$ cat config.mk
export PLATFORM = sky130hd
export DESIGN_NAME = vga_timing_gen
export DESIGN_NICKNAME = d
export VERILOG_FILES = /design/src/rtl/vga_timing_gen_pkg.sv /design/src/rtl/vga_timing_gen_axis_counter.sv /design/src/rtl/vga_timing_gen.sv
export SDC_FILE = /design/constraint.sdc
export NUM_CORES = 1
export LEC_CHECK = 0
export CAP_MARGIN = 20
export CORE_UTILIZATION = 48
export DETAILED_ROUTE_END_ITERATION = 8
export PLACE_DENSITY = 0.7
export SYNTH_ARGS = -nofsm -noshare
export SYNTH_HDL_FRONTEND = slang
export SYNTH_SLANG_ARGS = --single-unit
$ cat constraint.sdc
create_clock -name clk_pix -period 2.9 [get_ports clk_pix]
set_input_delay 0.58 -clock clk_pix [delete_from_list [all_inputs] [get_ports clk_pix]]
set_output_delay 0.58 -clock clk_pix [all_outputs]
set_load 0.02 [all_outputs]
$ cat src/rtl/vga_timing_gen_pkg.sv
// vga_pkg: shared timing/colour types and constants for the VGA scan generator.
package vga_pkg;

  // One axis worth of timing, in pixels or lines.
  typedef struct packed {
    logic [15:0] active;
    logic [15:0] fp;
    logic [15:0] sync;
    logic [15:0] bp;
  } vga_timing_t;

  localparam vga_timing_t VGA_640x480 = '{16'd640, 16'd16, 16'd96, 16'd48};
  localparam vga_timing_t VGA_800x600 = '{16'd800, 16'd40, 16'd128, 16'd88};

  typedef struct packed {
    logic [4:0] r;
    logic [5:0] g;
    logic [4:0] b;
  } rgb565_t;

  localparam rgb565_t RGB_WHITE   = '{5'd31, 6'd63, 5'd31};
  localparam rgb565_t RGB_YELLOW  = '{5'd31, 6'd63, 5'd0};
  localparam rgb565_t RGB_CYAN    = '{5'd0,  6'd63, 5'd31};
  localparam rgb565_t RGB_GREEN   = '{5'd0,  6'd63, 5'd0};
  localparam rgb565_t RGB_MAGENTA = '{5'd31, 6'd0,  5'd31};
  localparam rgb565_t RGB_RED     = '{5'd31, 6'd0,  5'd0};
  localparam rgb565_t RGB_BLUE    = '{5'd0,  6'd0,  5'd31};
  localparam rgb565_t RGB_BLACK   = '{5'd0,  6'd0,  5'd0};

  // Colour of bar idx, left to right.
  function automatic rgb565_t bar_colour(input logic [2:0] idx);
    rgb565_t c;
    case (idx)
      3'd0:    c = RGB_WHITE;
      3'd1:    c = RGB_YELLOW;
      3'd2:    c = RGB_CYAN;
      3'd3:    c = RGB_GREEN;
      3'd4:    c = RGB_MAGENTA;
      3'd5:    c = RGB_RED;
      3'd6:    c = RGB_BLUE;
      default: c = RGB_BLACK;
    endcase
    return c;
  endfunction

endpackage

$ cat src/rtl/vga_timing_gen_axis_counter.sv
// vga_axis_counter: one scan axis. Counts 0..TOTAL-1 when advanced and
// decodes wrap, active region and (active-high) sync region from the count.
module vga_axis_counter #(
  parameter int CW     = 11,
  parameter int ACTIVE = 640,
  parameter int FP     = 16,
  parameter int SYNC   = 96,
  parameter int BP     = 48
) (
  input  logic          i_clk,
  input  logic          i_rst,
  input  logic          i_adv,
  output logic [CW-1:0] o_cnt,
  output logic          o_wrap,
  output logic          o_active,
  output logic          o_sync
);

  localparam int TOTAL = ACTIVE + FP + SYNC + BP;

  // Decode is done one bit wider so a sync end equal to 2^CW still compares correctly.
  localparam logic [CW:0] C_LAST  = (CW+1)'(TOTAL - 1);
  localparam logic [CW:0] C_ACT   = (CW+1)'(ACTIVE);
  localparam logic [CW:0] C_SBEG  = (CW+1)'(ACTIVE + FP);
  localparam logic [CW:0] C_SEND  = (CW+1)'(ACTIVE + FP + SYNC);

  logic [CW-1:0] r_cnt;
  logic [CW:0]   w_cnt_x;

  assign w_cnt_x  = {1'b0, r_cnt};
  assign o_cnt    = r_cnt;
  assign o_wrap   = (w_cnt_x == C_LAST);
  assign o_active = (w_cnt_x < C_ACT);
  assign o_sync   = (w_cnt_x >= C_SBEG) && (w_cnt_x < C_SEND);

  // Position counter, wrapping at the last position of the axis.
  always_ff @(posedge i_clk or posedge i_rst) begin
    if (i_rst) begin
      r_cnt <= '0;
    end else if (i_adv) begin
      r_cnt <= o_wrap ? '0 : r_cnt + CW'(1);
    end
  end

endmodule

$ cat src/rtl/vga_timing_gen.sv
// vga_timing_gen: parametrised VGA scan generator with registered, mutually
// aligned coordinates, syncs, de, line/frame strobes and frame counter.
// Define VGA_TIMING_PATTERN_EN to add an 8-bar colour test pattern on pat_*.
module vga_timing_gen
  import vga_pkg::*;
#(
  parameter int CW       = 11,
  parameter int H_ACTIVE = 640,
  parameter int H_FP     = 16,
  parameter int H_SYNC   = 96,
  parameter int H_BP     = 48,
  parameter int V_ACTIVE = 480,
  parameter int V_FP     = 10,
  parameter int V_SYNC   = 2,
  parameter int V_BP     = 33,
  parameter int HS_POL   = 0,
  parameter int VS_POL   = 0,
  parameter int FRAME_CW = 16
) (
  input  logic                clk_pix,
  input  logic                rst_pix,
  input  logic                en,
  output logic [CW-1:0]       sx,
  output logic [CW-1:0]       sy,
  output logic                hsync,
  output logic                vsync,
  output logic                de,
  output logic                line_start,
  output logic                frame_start,
  output logic [FRAME_CW-1:0] frame_cnt,
  output logic [4:0]          pat_r,
  output logic [5:0]          pat_g,
  output logic [4:0]          pat_b
);

  localparam int   H_TOTAL = H_ACTIVE + H_FP + H_SYNC + H_BP;
  localparam int   V_TOTAL = V_ACTIVE + V_FP + V_SYNC + V_BP;
  localparam logic HS_ACT  = (HS_POL != 0);
  localparam logic VS_ACT  = (VS_POL != 0);

  if (H_ACTIVE == 0 || H_FP == 0 || H_SYNC == 0 || H_BP == 0 ||
      V_ACTIVE == 0 || V_FP == 0 || V_SYNC == 0 || V_BP == 0) begin : g_bad_zero
    $error("vga_timing_gen: timing parameters must be non-zero");
  end
  if (H_TOTAL > (2 ** CW) || V_TOTAL > (2 ** CW)) begin : g_bad_width
    $error("vga_timing_gen: H_TOTAL/V_TOTAL exceed the CW counter range");
  end

  logic [CW-1:0]       w_hc, w_vc;
  logic                w_h_wrap, w_v_wrap, w_h_act, w_v_act, w_h_sync, w_v_sync;
  logic [FRAME_CW-1:0] r_frame_ctr;

  vga_axis_counter #(
    .CW(CW), .ACTIVE(H_ACTIVE), .FP(H_FP), .SYNC(H_SYNC), .BP(H_BP)
  ) u_h (
    .i_clk(clk_pix), .i_rst(rst_pix), .i_adv(en),
    .o_cnt(w_hc), .o_wrap(w_h_wrap), .o_active(w_h_act), .o_sync(w_h_sync)
  );

  // The vertical axis steps once per completed line.
  vga_axis_counter #(
    .CW(CW), .ACTIVE(V_ACTIVE), .FP(V_FP), .SYNC(V_SYNC), .BP(V_BP)
  ) u_v (
    .i_clk(clk_pix), .i_rst(rst_pix), .i_adv(en & w_h_wrap),
    .o_cnt(w_vc), .o_wrap(w_v_wrap), .o_active(w_v_act), .o_sync(w_v_sync)
  );

  // Output stage: latch the decode of the current counters; strobes are single-shot.
  always_ff @(posedge clk_pix or posedge rst_pix) begin
    if (rst_pix) begin
      sx          <= '0;
      sy          <= '0;
      hsync       <= ~HS_ACT;
      vsync       <= ~VS_ACT;
      de          <= 1'b0;
      line_start  <= 1'b0;
      frame_start <= 1'b0;
      frame_cnt   <= '0;
      r_frame_ctr <= '0;
    end else begin
      line_start  <= 1'b0;
      frame_start <= 1'b0;
      if (en) begin
        sx          <= w_hc;
        sy          <= w_vc;
        hsync       <= w_h_sync ? HS_ACT : ~HS_ACT;
        vsync       <= w_v_sync ? VS_ACT : ~VS_ACT;
        de          <= w_h_act & w_v_act;
        line_start  <= (w_hc == '0);
        frame_start <= (w_hc == '0) && (w_vc == '0);
        // frame_cnt shows the count of the frame the pixel belongs to, so the
        // internal count moves ahead on the wrap and the output follows one step later.
        frame_cnt   <= r_frame_ctr;
        if (w_h_wrap && w_v_wrap) begin
          r_frame_ctr <= r_frame_ctr + FRAME_CW'(1);
        end
      end
    end
  end

`ifdef VGA_TIMING_PATTERN_EN
  logic [2:0] w_bar;

  // Bar index: highest k whose left edge k*H_ACTIVE/8 lies at or before hc.
  always_comb begin
    w_bar = 3'd0;
    for (int k = 1; k < 8; k++) begin
      if ({1'b0, w_hc} >= (CW+1)'(k * H_ACTIVE / 8)) begin
        w_bar = 3'(k);
      end
    end
  end

  // Pattern register, aligned with de and black outside the active area.
  always_ff @(posedge clk_pix or posedge rst_pix) begin
    if (rst_pix) begin
      {pat_r, pat_g, pat_b} <= '0;
    end else if (en) begin
      {pat_r, pat_g, pat_b} <= (w_h_act & w_v_act) ? bar_colour(w_bar) : RGB_BLACK;
    end
  end
`else
  assign pat_r = '0;
  assign pat_g = '0;
  assign pat_b = '0;
`endif

endmodule

==> results.json <==
{
  "path_cells": "or4_4 > or4_4 > nor4_4 > nand3_1 > xnor2_1",
  "holdBufCountCts": 0,
  "grt_pass1_wl_mm": 10.8,
  "final_cells": 456,
  "fill_cells": 631,
  "drt_iter0_drc": 90,
  "async_flop_share_pct": 100,
  "cp-end-kind": "register",
  "cts.reportedPaths.clkPinSlew_ps": 80,
  "worst-r2r-setup-slack_ps": 280,
  "hold_violations": 0,
  "cts-root-buf": "clkbuf_8",
  "synth_area_leaders": "dfrtp_1 (54%), mux2_2 (12%), xnor2_1 (4.8%)",
  "grt_pass1_vias": 2248,
  "start_util_pct": 50.0,
  "r2r-end": "r_frame_ctr[12]$_DFFE_PP0P_",
  "tritoncts": "done",
  "finalSetupViolCount": 0,
  "ant_nets": 0,
  "synth_edf_count": 0,
  "drv_cap": 0,
  "worst-setup-path-type": "reg -> reg",
  "num_vias": 2307,
  "die_w_um": 89.2,
  "syn_area_um2": 3650,
  "worstMarginPinSlew_ps": 585,
  "grt_max_degree": 52,
  "layout-drive-gt1-share_pct": 20.4,
  "drc": 0,
  "post_cts_buffers": 0,
  "tns_ps": 0,
  "io_pins": 62,
  "ff_latch_area_um2": 2030,
  "critPathSlowestCell": "or4_4",
  "clockBufferDepth": 2,
  "multi_input_area_um2": 1470,
  "total_power_mw": 2.41,
  "synth_top_area_share_pct": 54.2,
  "syn_to_final_growth_pct": 19.6,
  "fin_skew_ps": 6.52,
  "min_period_over_period_pct": 90.5,
  "wl_per_cell_um": 14.2,
  "power_leakage_nw": 2.03,
  "path_buf_inv": 0,
  "vdd_ir_drop_max_mv": 0.295,
  "worstReg2RegStart": "u_h.o_cnt[5]$_DFFE_PP0P_",
  "port_buffers": 45,
  "cts_sinks": 81,
  "setup.worst_path.start": "u_h.o_cnt[5]$_DFFE_PP0P_",
  "hpwl_mm": 4.45,
  "slew_viol_final": 0,
  "dr.pass1.iters": 4,
  "cp_common_cell": "or4_4",
  "max_stage_delay_ps": 660,
  "nNetsFinal": 361,
  "avgViaCountPerCell": 5.06,
  "hold_depth": 1,
  "power_density_nw_per_um2": 553,
  "numCtsBuffers": 9,
  "synthTopCellsByCount": "dfrtp_1 (79), mux2_2 (40), nand2_1 (22)",
  "cp_top_family": "simple AND/OR/NAND/NOR gates",
  "yosysSeqAreaShare_pct": 55.7,
  "place_ws_ps": 284,
  "synthCells": 301,
  "synth_cell_types": 38,
  "ys_seq_elements": 81,
  "diodes": 0,
  "yosys_most_used_dff": "dfrtp_1",
  "place_inst": 440,
  "required_ps": 3120,
  "synth_area_per_cell_um2": 12.1,
  "critPathLaunchType": "register",
  "hp-class": "reg -> reg",
  "wirelength_mm": 6.50,
  "slew_headroom_pct": 61.0,
  "whs_endpoint": "r_frame_ctr[15]$_DFFE_PP0P_",
  "place.gp.congestion": 0.775,
  "r2r_cells": 5,
  "antenna_found_initial": 0,
  "run_status": "complete, no violations",
  "fp.dieH_um": 89.2,
  "clock_latency_ps": 340,
  "rows": 31,
  "yosysWarnings": 0,
  "rsz0062_at_grt": "false",
  "cts_resized": 0,
  "synth_most_common_cell": "dfrtp_1",
  "yosysTopAreaCell": "dfrtp_1",
  "min_period_ps": 2620,
  "cp.arrival_ps": 2850,
  "grt.overflow.total": 0,
  "htree_num_levels": 3,
  "hold_start": "r_frame_ctr[15]$_DFFE_PP0P_",
  "max_clock_freq_mhz": 381,
  "fin_ws_ps": 275,
  "critPathMaxFanout": 12,
  "placeableCoreArea_um2": 7290,
  "dieArea_um2": 7950,
  "grt_use_total_pct": 18.0
}
[cells by family (layout without fill, tap and decap cells)]
kind of cell | after synthesis | in the layout | synth area share [%]
AOI/OAI and AO/OA | 16 | 16 | 2.71
buffers and inverters | 37 | 78 | 5.66
muxes | 41 | 41 | 12.6
and+or+nand+nor | 91 | 91 | 14.4
other | 1 | 16 | 0.103
DFF | 81 | 81 | 55.7
adders and majority gates | 6 | 6 | 2.06
xor gates and xnor gates | 28 | 28 | 6.73
[through the flow]
| step | hold WS, ps | util [%] | instance area [µm²] |
|---|---|---|---|
| final | 473 | 59.8 | 4360 |
| after floorplan | 440 | - | 3700 |
| after detailed placement | 468 | 57.1 | 4160 |
| after CTS | 481 | 59.8 | 4360 |
| after global routing | 501 | 59.8 | 4360 |
| after global placement | 466 | 57.1 | 4160 |
[layout make-up]
type	instances	area share (%)
Timing Repair Buffer	50	11.4
Sequential cell	81	46.6
Inverter	12	1.06
Tap cell	99	2.84
Clock inverter	4	1.21
Multi-Input combinational cell	198	33.6
Clock buffer	12	3.33
[metal layers]
metal	global-route usage, %	up-vias	routed length, µm
li1	-	1107	-
met2	27.2	49	3010
met5	0	-	0
met4	8.08	0	77
met3	3.23	7	238
met1	25.6	1144	3170
[cells in the final DEF (no fill, tap or decap), drive strengths merged, types with 3 or more instances in the layout]
cell            n
or3             5
nor2b           3
or4             4
dfrtp          79
buf             6
nor4            5
inv            11
and3            5
conb           16
clkbuf         12
nand4           9
xnor2          20
o21ai           8
ha              6
nor2           12
clkdlybuf4s50  44
clkinvlp        3
xor2            8
nand3          13
nand2          22
mux2           40
nor3            6
[sequential cells by signal, summed over array words and instances (netlist names)]
signal       cells
de               1
u_h.o_cnt       11
u_v.o_cnt       11
r_frame_ctr     16
frame_start      1
sy              11
sx              11
vsync            1
frame_cnt       16
hsync            1
line_start       1
[worst register-to-register path, cell delays in order (launching register included)]
cell and delay [ps]:
dfrtp_1 450, or4_4 590, or4_4 660, nor4_4 480, nand3_1 160, xnor2_1 160
[power by group]
part / total [mW] / switching [mW] / internal, mW
Combinational: 0.307 / 0.164 / 0.143
Sequential: 1.29 / 0.0885 / 1.20
Clock: 0.813 / 0.391 / 0.422
[worst max path at each step]
stage,slack [ps],to,cells after the start
global placement,360,r_frame_ctr[10]$_DFFE_PP0P_,5
finish,280,r_frame_ctr[12]$_DFFE_PP0P_,5
CTS,270,r_frame_ctr[12]$_DFFE_PP0P_,5
floorplan,240,de$_DFFE_PP0P_,1
global route,190,r_frame_ctr[12]$_DFFE_PP0P_,5
detailed placement,280,r_frame_ctr[12]$_DFFE_PP0P_,5
Note: power is estimated with default switching activity, not from simulation.
